==> src/rtl/dcache_pkg.sv <==
// dcache_pkg: shared types and constants for the L1 data-cache controller.
//   - FSM state enum for dcache_controller
//   - geometry: TAG_W, IDX_W, LINE_W, WORD_W
//   - SRAM tag word layout {valid, dirty, tag}: VALID_BIT, DIRTY_BIT
package dcache_pkg;

  localparam int unsigned TAG_W      = 23;
  localparam int unsigned IDX_W      = 4;
  localparam int unsigned LINE_W     = 256;
  localparam int unsigned WORD_W     = 32;
  localparam int unsigned SRAM_TAG_W = TAG_W + 2;

  localparam int unsigned VALID_BIT  = 24;
  localparam int unsigned DIRTY_BIT  = 23;

  typedef enum logic [2:0] {
    StIdle,
    StMiss,
    StWriteback,
    StRefill,
    StRefillOk
  } state_e;

endpackage

==> src/rtl/dcache_word_merge.sv <==
// dcache_word_merge: combinational 32-bit word select / insert on a 256-bit line.
// Ports:
//   line_i  - source line
//   sel_i   - word select (address [4:2])
//   word_i  - word to insert at sel_i
//   word_o  - word of line_i at sel_i
//   line_o  - line_i with word sel_i replaced by word_i
module dcache_word_merge
  import dcache_pkg::*;
(
  input  logic [LINE_W-1:0] line_i,
  input  logic [2:0]        sel_i,
  input  logic [WORD_W-1:0] word_i,
  output logic [WORD_W-1:0] word_o,
  output logic [LINE_W-1:0] line_o
);

  logic [7:0] bit_base;
  assign bit_base = {sel_i, 5'b0};

  always_comb begin
    word_o = line_i[bit_base +: WORD_W];
    line_o = line_i;
    line_o[bit_base +: WORD_W] = word_i;
  end

endmodule

==> src/rtl/dcache_controller.sv <==
// dcache_controller: initiator side of the L1 data-cache SRAM interface.
// Decodes CPU loads/stores, looks up a 2-way SRAM (16 sets, 256-bit lines), stalls the CPU on
// a miss, writes back a dirty victim, refills the line from memory and merges store data.
// Ports:
//   clk_i, rst_i (async, active-low)
//   cpu_*  - CPU request (addr, store data, MemRead, MemWrite), load data out, stall out
//   mem_*  - line-wide memory port; enable held until the one-cycle mem_ack_i
//   sram_* - tag/data SRAM port; sram_*_i carry hit way on hit, LRU victim on miss
// Optional: define DCACHE_STAT_EN to add stat_hit_o / stat_miss_o saturating counters.
module dcache_controller
  import dcache_pkg::*;
(
  input  logic                  clk_i,
  input  logic                  rst_i,
  input  logic [31:0]           cpu_addr_i,
  input  logic [WORD_W-1:0]     cpu_data_i,
  input  logic                  cpu_MemRead_i,
  input  logic                  cpu_MemWrite_i,
  output logic [WORD_W-1:0]     cpu_data_o,
  output logic                  cpu_stall_o,
  input  logic [LINE_W-1:0]     mem_data_i,
  input  logic                  mem_ack_i,
  output logic [31:0]           mem_addr_o,
  output logic [LINE_W-1:0]     mem_data_o,
  output logic                  mem_enable_o,
  output logic                  mem_write_o,
  output logic [IDX_W-1:0]      sram_addr_o,
  output logic [SRAM_TAG_W-1:0] sram_tag_o,
  output logic [LINE_W-1:0]     sram_data_o,
  output logic                  sram_enable_o,
  output logic                  sram_write_o,
  input  logic [SRAM_TAG_W-1:0] sram_tag_i,
  input  logic [LINE_W-1:0]     sram_data_i,
  input  logic                  sram_hit_i
`ifdef DCACHE_STAT_EN
  ,
  output logic [31:0]           stat_hit_o,
  output logic [31:0]           stat_miss_o
`endif
);

  state_e              state_q, state_d;
  logic [31:0]         mem_addr_q, mem_addr_d;
  logic [LINE_W-1:0]   mem_data_q, mem_data_d;
  logic                mem_enable_q, mem_enable_d;
  logic                mem_write_q, mem_write_d;

  logic                req;
  logic [TAG_W-1:0]    req_tag;
  logic [IDX_W-1:0]    req_idx;
  logic [31:0]         req_line_addr;
  logic [LINE_W-1:0]   base_line;
  logic [LINE_W-1:0]   merged_line;
  logic [WORD_W-1:0]   sel_word;
  logic                sram_write;
  logic                unused_addr;

  assign req           = cpu_MemRead_i | cpu_MemWrite_i;
  assign req_tag       = cpu_addr_i[31:9];
  assign req_idx       = cpu_addr_i[8:5];
  assign req_line_addr = {cpu_addr_i[31:5], 5'b0};
  assign unused_addr   = ^cpu_addr_i[1:0];

  // During the refill ack cycle the line comes from memory; otherwise from the SRAM.
  assign base_line = (state_q == StRefill) ? mem_data_i : sram_data_i;

  dcache_word_merge u_word_merge (
    .line_i (base_line),
    .sel_i  (cpu_addr_i[4:2]),
    .word_i (cpu_data_i),
    .word_o (sel_word),
    .line_o (merged_line)
  );

  assign cpu_data_o   = sel_word;
  assign cpu_stall_o  = req & ~((state_q == StIdle) & sram_hit_i);
  assign sram_addr_o  = req_idx;
  // Reset holds the SRAM write strobe low even though the hit path is combinational.
  assign sram_write_o = sram_write & rst_i;
  assign mem_addr_o   = mem_addr_q;
  assign mem_data_o   = mem_data_q;
  assign mem_enable_o = mem_enable_q;
  assign mem_write_o  = mem_write_q;

  always_comb begin
    state_d       = state_q;
    mem_addr_d    = mem_addr_q;
    mem_data_d    = mem_data_q;
    mem_enable_d  = mem_enable_q;
    mem_write_d   = mem_write_q;
    sram_enable_o = 1'b0;
    sram_write    = 1'b0;
    sram_tag_o    = {2'b00, req_tag};
    sram_data_o   = base_line;

    unique case (state_q)
      StIdle: begin
        sram_enable_o = req;
        if (req) begin
          if (sram_hit_i) begin
            if (cpu_MemWrite_i) begin
              sram_write  = 1'b1;
              sram_data_o = merged_line;
              sram_tag_o  = {1'b1, 1'b1, req_tag};
            end
          end else begin
            state_d = StMiss;
          end
        end
      end

      StMiss: begin
        sram_enable_o = req;
        mem_enable_d  = 1'b1;
        if (sram_tag_i[VALID_BIT] && sram_tag_i[DIRTY_BIT]) begin
          mem_addr_d  = {sram_tag_i[TAG_W-1:0], req_idx, 5'b0};
          mem_data_d  = sram_data_i;
          mem_write_d = 1'b1;
          state_d     = StWriteback;
        end else begin
          mem_addr_d  = req_line_addr;
          mem_write_d = 1'b0;
          state_d     = StRefill;
        end
      end

      StWriteback: begin
        // Chain straight into the refill read; enable stays high.
        if (mem_ack_i) begin
          mem_addr_d  = req_line_addr;
          mem_write_d = 1'b0;
          state_d     = StRefill;
        end
      end

      StRefill: begin
        if (mem_ack_i) begin
          mem_enable_d  = 1'b0;
          sram_enable_o = 1'b1;
          sram_write    = 1'b1;
          sram_data_o   = cpu_MemWrite_i ? merged_line : base_line;
          sram_tag_o    = {1'b1, cpu_MemWrite_i, req_tag};
          state_d       = StRefillOk;
        end
      end

      StRefillOk: begin
        sram_enable_o = req;
        state_d       = StIdle;
      end

      default: state_d = StIdle;
    endcase
  end

  always_ff @(posedge clk_i or negedge rst_i) begin
    if (!rst_i) begin
      state_q      <= StIdle;
      mem_addr_q   <= '0;
      mem_data_q   <= '0;
      mem_enable_q <= 1'b0;
      mem_write_q  <= 1'b0;
    end else begin
      state_q      <= state_d;
      mem_addr_q   <= mem_addr_d;
      mem_data_q   <= mem_data_d;
      mem_enable_q <= mem_enable_d;
      mem_write_q  <= mem_write_d;
    end
  end

`ifdef DCACHE_STAT_EN
  logic [31:0] stat_hit_q, stat_miss_q;
  logic        refilled_q;
  logic        hit_evt, miss_evt;

  // The IDLE cycle right after a refill completes a missed request; it is not a new hit.
  assign hit_evt  = (state_q == StIdle) & req & sram_hit_i & ~refilled_q;
  assign miss_evt = (state_q == StIdle) & req & ~sram_hit_i;

  always_ff @(posedge clk_i or negedge rst_i) begin
    if (!rst_i) begin
      stat_hit_q  <= '0;
      stat_miss_q <= '0;
      refilled_q  <= 1'b0;
    end else begin
      refilled_q <= (state_q == StRefillOk);
      if (hit_evt && (stat_hit_q != 32'hFFFF_FFFF)) begin
        stat_hit_q <= stat_hit_q + 32'd1;
      end
      if (miss_evt && (stat_miss_q != 32'hFFFF_FFFF)) begin
        stat_miss_q <= stat_miss_q + 32'd1;
      end
    end
  end

  assign stat_hit_o  = stat_hit_q;
  assign stat_miss_o = stat_miss_q;
`endif

endmodule

==> config.mk <==
export PLATFORM = sky130hd
export DESIGN_NAME = dcache_controller
export DESIGN_NICKNAME = d
export VERILOG_FILES = /design/src/rtl/dcache_pkg.sv /design/src/rtl/dcache_word_merge.sv /design/src/rtl/dcache_controller.sv
export SDC_FILE = /design/constraint.sdc
export NUM_CORES = 1
export LEC_CHECK = 0
export BUFFER_PORTS_ARGS = -buffer_cell sky130_fd_sc_hd__buf_2
export CAP_MARGIN = 20
export CORE_AREA = 2 2 480 482
export DETAILED_ROUTE_END_ITERATION = 16
export DIE_AREA = 0 0 482 484
export MAX_ROUTING_LAYER = met4
export PLACE_DENSITY_LB_ADDON = 0.05
export SETUP_SLACK_MARGIN = 0.5
export SKIP_CTS_REPAIR_TIMING = 1
export SYNTH_ARGS = -nofsm -noshare
export SYNTH_HDL_FRONTEND = slang
export SYNTH_SLANG_ARGS = --single-unit
==> constraint.sdc <==
create_clock -name clk_i -period 2.3 [get_ports clk_i]
set_input_delay 0 -clock clk_i [delete_from_list [all_inputs] [get_ports clk_i]]
set_output_delay 0 -clock clk_i [all_outputs]
set_load 0.02 [all_outputs]
==> key figures <==
Outcome
  – Status: finished, violations left
  – Failing checks: negative hold slack, negative setup slack

Setup path
  – Slowest stage delay, CP: 0.52 ns
  – Critical path class: flip-flop to primary output
  – Setup crit start: state_q[0]
  – CP arrival: 3.19 ns
  – CP required: 2.30 ns
  – CP Launch Type: flip-flop
  – Slowest-stage cell, CP: mux4_2
  – FF-to-FF setup slack: -0.08 ns
  – R2r startpoint: state_q[2]
  – Critical path endpoint category: primary output
  – CP cell instances: nand3b_1, buf_4, buf_12, buf_16, buf_12, mux4_2, mux2i_4, buf_6, a22oi_2, buf_6
  – Maximum fanout along the worst path: 7

Synth
  – Register area share after synthesis: 35.3%
  – Synthesized area: a little over 0.02 sq mm
  – Syn Inst Count: 1,718
  – Dominant synthesized flop cell: dfrtp_1
  – Number of synthesized flops with an enable pin: 0
  – Mean Syn Cell Area: 11.9 sq um
  – Synth unique cells: 57
  – Ys Warns: 0
  – Seq cells post-synth: between 200 and 300
  – Ys async rst share: 100%

GRT
  – First-pass GRT wire length: 266,000 microns
  – Total track usage: 17.7%
  – Grt ovf: 0
  – Initial antenna violation count: just over 80
  – Largest net degree at the start of global routing: 54
  – Vias in the first global route: 24,806

Hold path
  – Hold wc startpoint: sram_data_i[176]
  – Worst hold path type: input port to flip-flop

Timing
  – Clk_skew: around 0.043 ns
  – Slew HR: between 30% and 40%
  – Part of the cycle the worst path needs: 139%
  – Hold WS: -0.317 ns
  – Pins Over Slew Limit: 0
  – Crit path time final: roughly 3.2 ns
  – Worst Setup Slack, final: -0.888 ns
  – Fmax: roughly 310 MHz
  – Slew at the pin with the worst max-slew slack: 0.934 ns
  – RSZ-0062 raised after global routing: yes
  – Final setup viols: around 380
  – Final hold violations: 1

Die
  – Die width: between 400 and 500 microns
  – Height of the chip: between 400 and 500 microns
  – Num ports: 1,217
  – Core area: ~0.23 sq mm
  – Cell Rows: ~180
  – Starting density of the core: around 8.9%
  – Die area: roughly 0.23 sq mm

Clocking
  – Max H-tree Level: 2
  – CTS tree: built
  – CTS clk-pin slew, worst paths: roughly 0.06 ns
  – Clk root buf: clkbuf_16
  – Max Root-Sink Buffers: 3
  – Total CTS buffers: 49
  – Clk_lat worst skew: ~0.68 ns
  – Clk sink count: between 200 and 300

Drt
  – WL/cell: around 32 microns
  – Drt initial violations: between 800 and 900
  – Met1 Wirelength: approximately 80,000 microns
  – DRC: 0
  – Routed met2 length: 112,000 microns
  – Final ANT Viol Nets: 0
  – Vias: about 24,000
  – DRT Wirelength: around 210,000 microns
  – Vias per cell: 3.59
  – Met3 Routed Length: approximately 14,000 microns
  – Pre-Repair DR Iteration Count: 5
  – Top sig layer: met4

Layout
  – Fillers: ~25,000
  – Area grow syn2layout: 118%
  – Share of post-route cells with drive strength above 1: approximately 68%
  – FF+latch area: 0.00721 sq mm
  – Layout net count: 4,167
  – Post-route insts no fill: between 6,000 and 7,000
  – Area of the multi-input gates: between 0.015 and 0.02 sq mm

Power
  – IR drop worst, VDD: ~0.00058 V
  – P_leak: roughly 0.020 uW
  – Power density over cell area: 1300 mW/mm^2

Placed design
  – Final Wtd Congestion: around 0.87
  – Post-Place Cells: 6,106
  – PortBufs: ~1,200
  – DP HPWL: approximately 180,000 microns
  – Pre-CTS WS: -0.794 ns

Job
  – Max cap viols: 0
power breakdown:
part	switching, uW	internal, uW	leakage [uW]
Sequential	1460	7600	0.00347
Clock	3310	5130	0.000869
Combinational	22500	17500	0.0153
path summary, 6_finish.rpt:
path                                   endpoint  depth (start not counted)
worst max-delay path              cpu_data_o[6]                         10
worst min-delay path            mem_data_o[176]                          2
worst max register to register  mem_data_o[173]                          7
worst min register to register    mem_data_o[7]                          1
max in group asynchronous       mem_data_o[158]                          3
min in group asynchronous       mem_data_o[253]                          3
through the flow:
stage               hold slack, ns  instance area [sq um]  power, uW  utilization (%)  TNS, ns
finish                      -0.317                  44400      57600             19.4  -180.37
CTS                         -0.707                  37800      53800             16.5  -207.58
global placement            0.0442                  36000      45000             15.8    -8.90
detailed placement          0.0500                  36000      44900             15.8    -8.32
floorplan                   -0.296                  23700      27900                -        0
global route                -0.363                  44400      60500             19.4  -227.30
synth_stat cells, types with 3 or more instances:
cell type | instances | area [sq um]
buf_2 | 104 | 521
ha_1 | 6 | 75.1
o2bb2ai_1 | 243 | 2130
a221o_1 | 3 | 30.0
buf_1 | 24 | 90.1
o2111ai_1 | 3 | 26.3
nand3_1 | 22 | 110
buf_4 | 46 | 345
o32ai_1 | 3 | 26.3
dfrtp_1 | 288 | 7210
nand2_1 | 56 | 210
o21ai_0 | 19 | 95.1
a22oi_1 | 3 | 22.5
a221oi_1 | 7 | 61.3
inv_1 | 4 | 15.0
nor2_1 | 51 | 191
nor3b_1 | 3 | 22.5
a2bb2oi_1 | 17 | 149
mux4_2 | 88 | 1980
o22ai_1 | 4 | 25.0
nor3_1 | 7 | 35.0
mux2i_1 | 327 | 3270
mux2_2 | 264 | 2970
a21oi_2 | 3 | 26.3
and4b_1 | 9 | 90.1
nand2b_1 | 4 | 25.0
nand3b_1 | 4 | 30.0
a21oi_1 | 30 | 150
clkbuf_1 | 38 | 143
kinds of logic after synthesis:
group           after synthesis  synth area share [%]
mux                         679                  40.4
compound gates              349                  14.1
flops                       288                  35.3
buf+inv                     220                  5.61
simple gates                173                  4.17
fa+ha+maj                     6                 0.368
xor+xnor                      2                0.0859
other cells                   1                0.0184
state kept, by name, indices dropped and copies added (netlist names):
signal and count:
mem_data_o 256, mem_addr_o 27, state_q 3, mem_enable_o 1, mem_write_o 1
worst max-delay path: cells and delay by family (launching register included):
family                 cells  cell delay [ns]
muxes                      2             0.88
buffers and inverters      6             0.96
DFF                        1             0.39
AOI/OAI and AO/OA          1             0.07
and+or+nand+nor            1             0.16
cell usage in the layout (no fill, tap or decap), types with 45 or more instances in the layout:
cell type / count
buf_2: 1061
dlygate4sd3_1: 309
buf_4: 296
dfrtp_1: 288
mux2_2: 260
mux2i_1: 256
buf_6: 165
buf_12: 117
o2bb2ai_4: 115
mux4_2: 88
o2bb2ai_2: 86
clkbuf_16: 63
nand2_1: 52
diode_2: 45
final cells by class:
| cell class | count | area share [%] |
|---|---|---|
| multi-input cells | 1214 | 35.5 |
| repair buffers | 1995 | 35.4 |
| flip-flops and latches | 288 | 16.2 |
| well taps | 3026 | 8.53 |
| clock buffers | 70 | 3.33 |
| clock inverters | 20 | 0.657 |
| diodes | 45 | 0.254 |
| inverters | 6 | 0.0846 |
per-layer routing:
layer	vias to the layer above	GRT usage (%)
met5	-	-
met4	0	2.96
met3	195	5.05
met2	999	32.7
met1	12291	18.6
li1	10451	-
(Power assumes the default switching activity.)
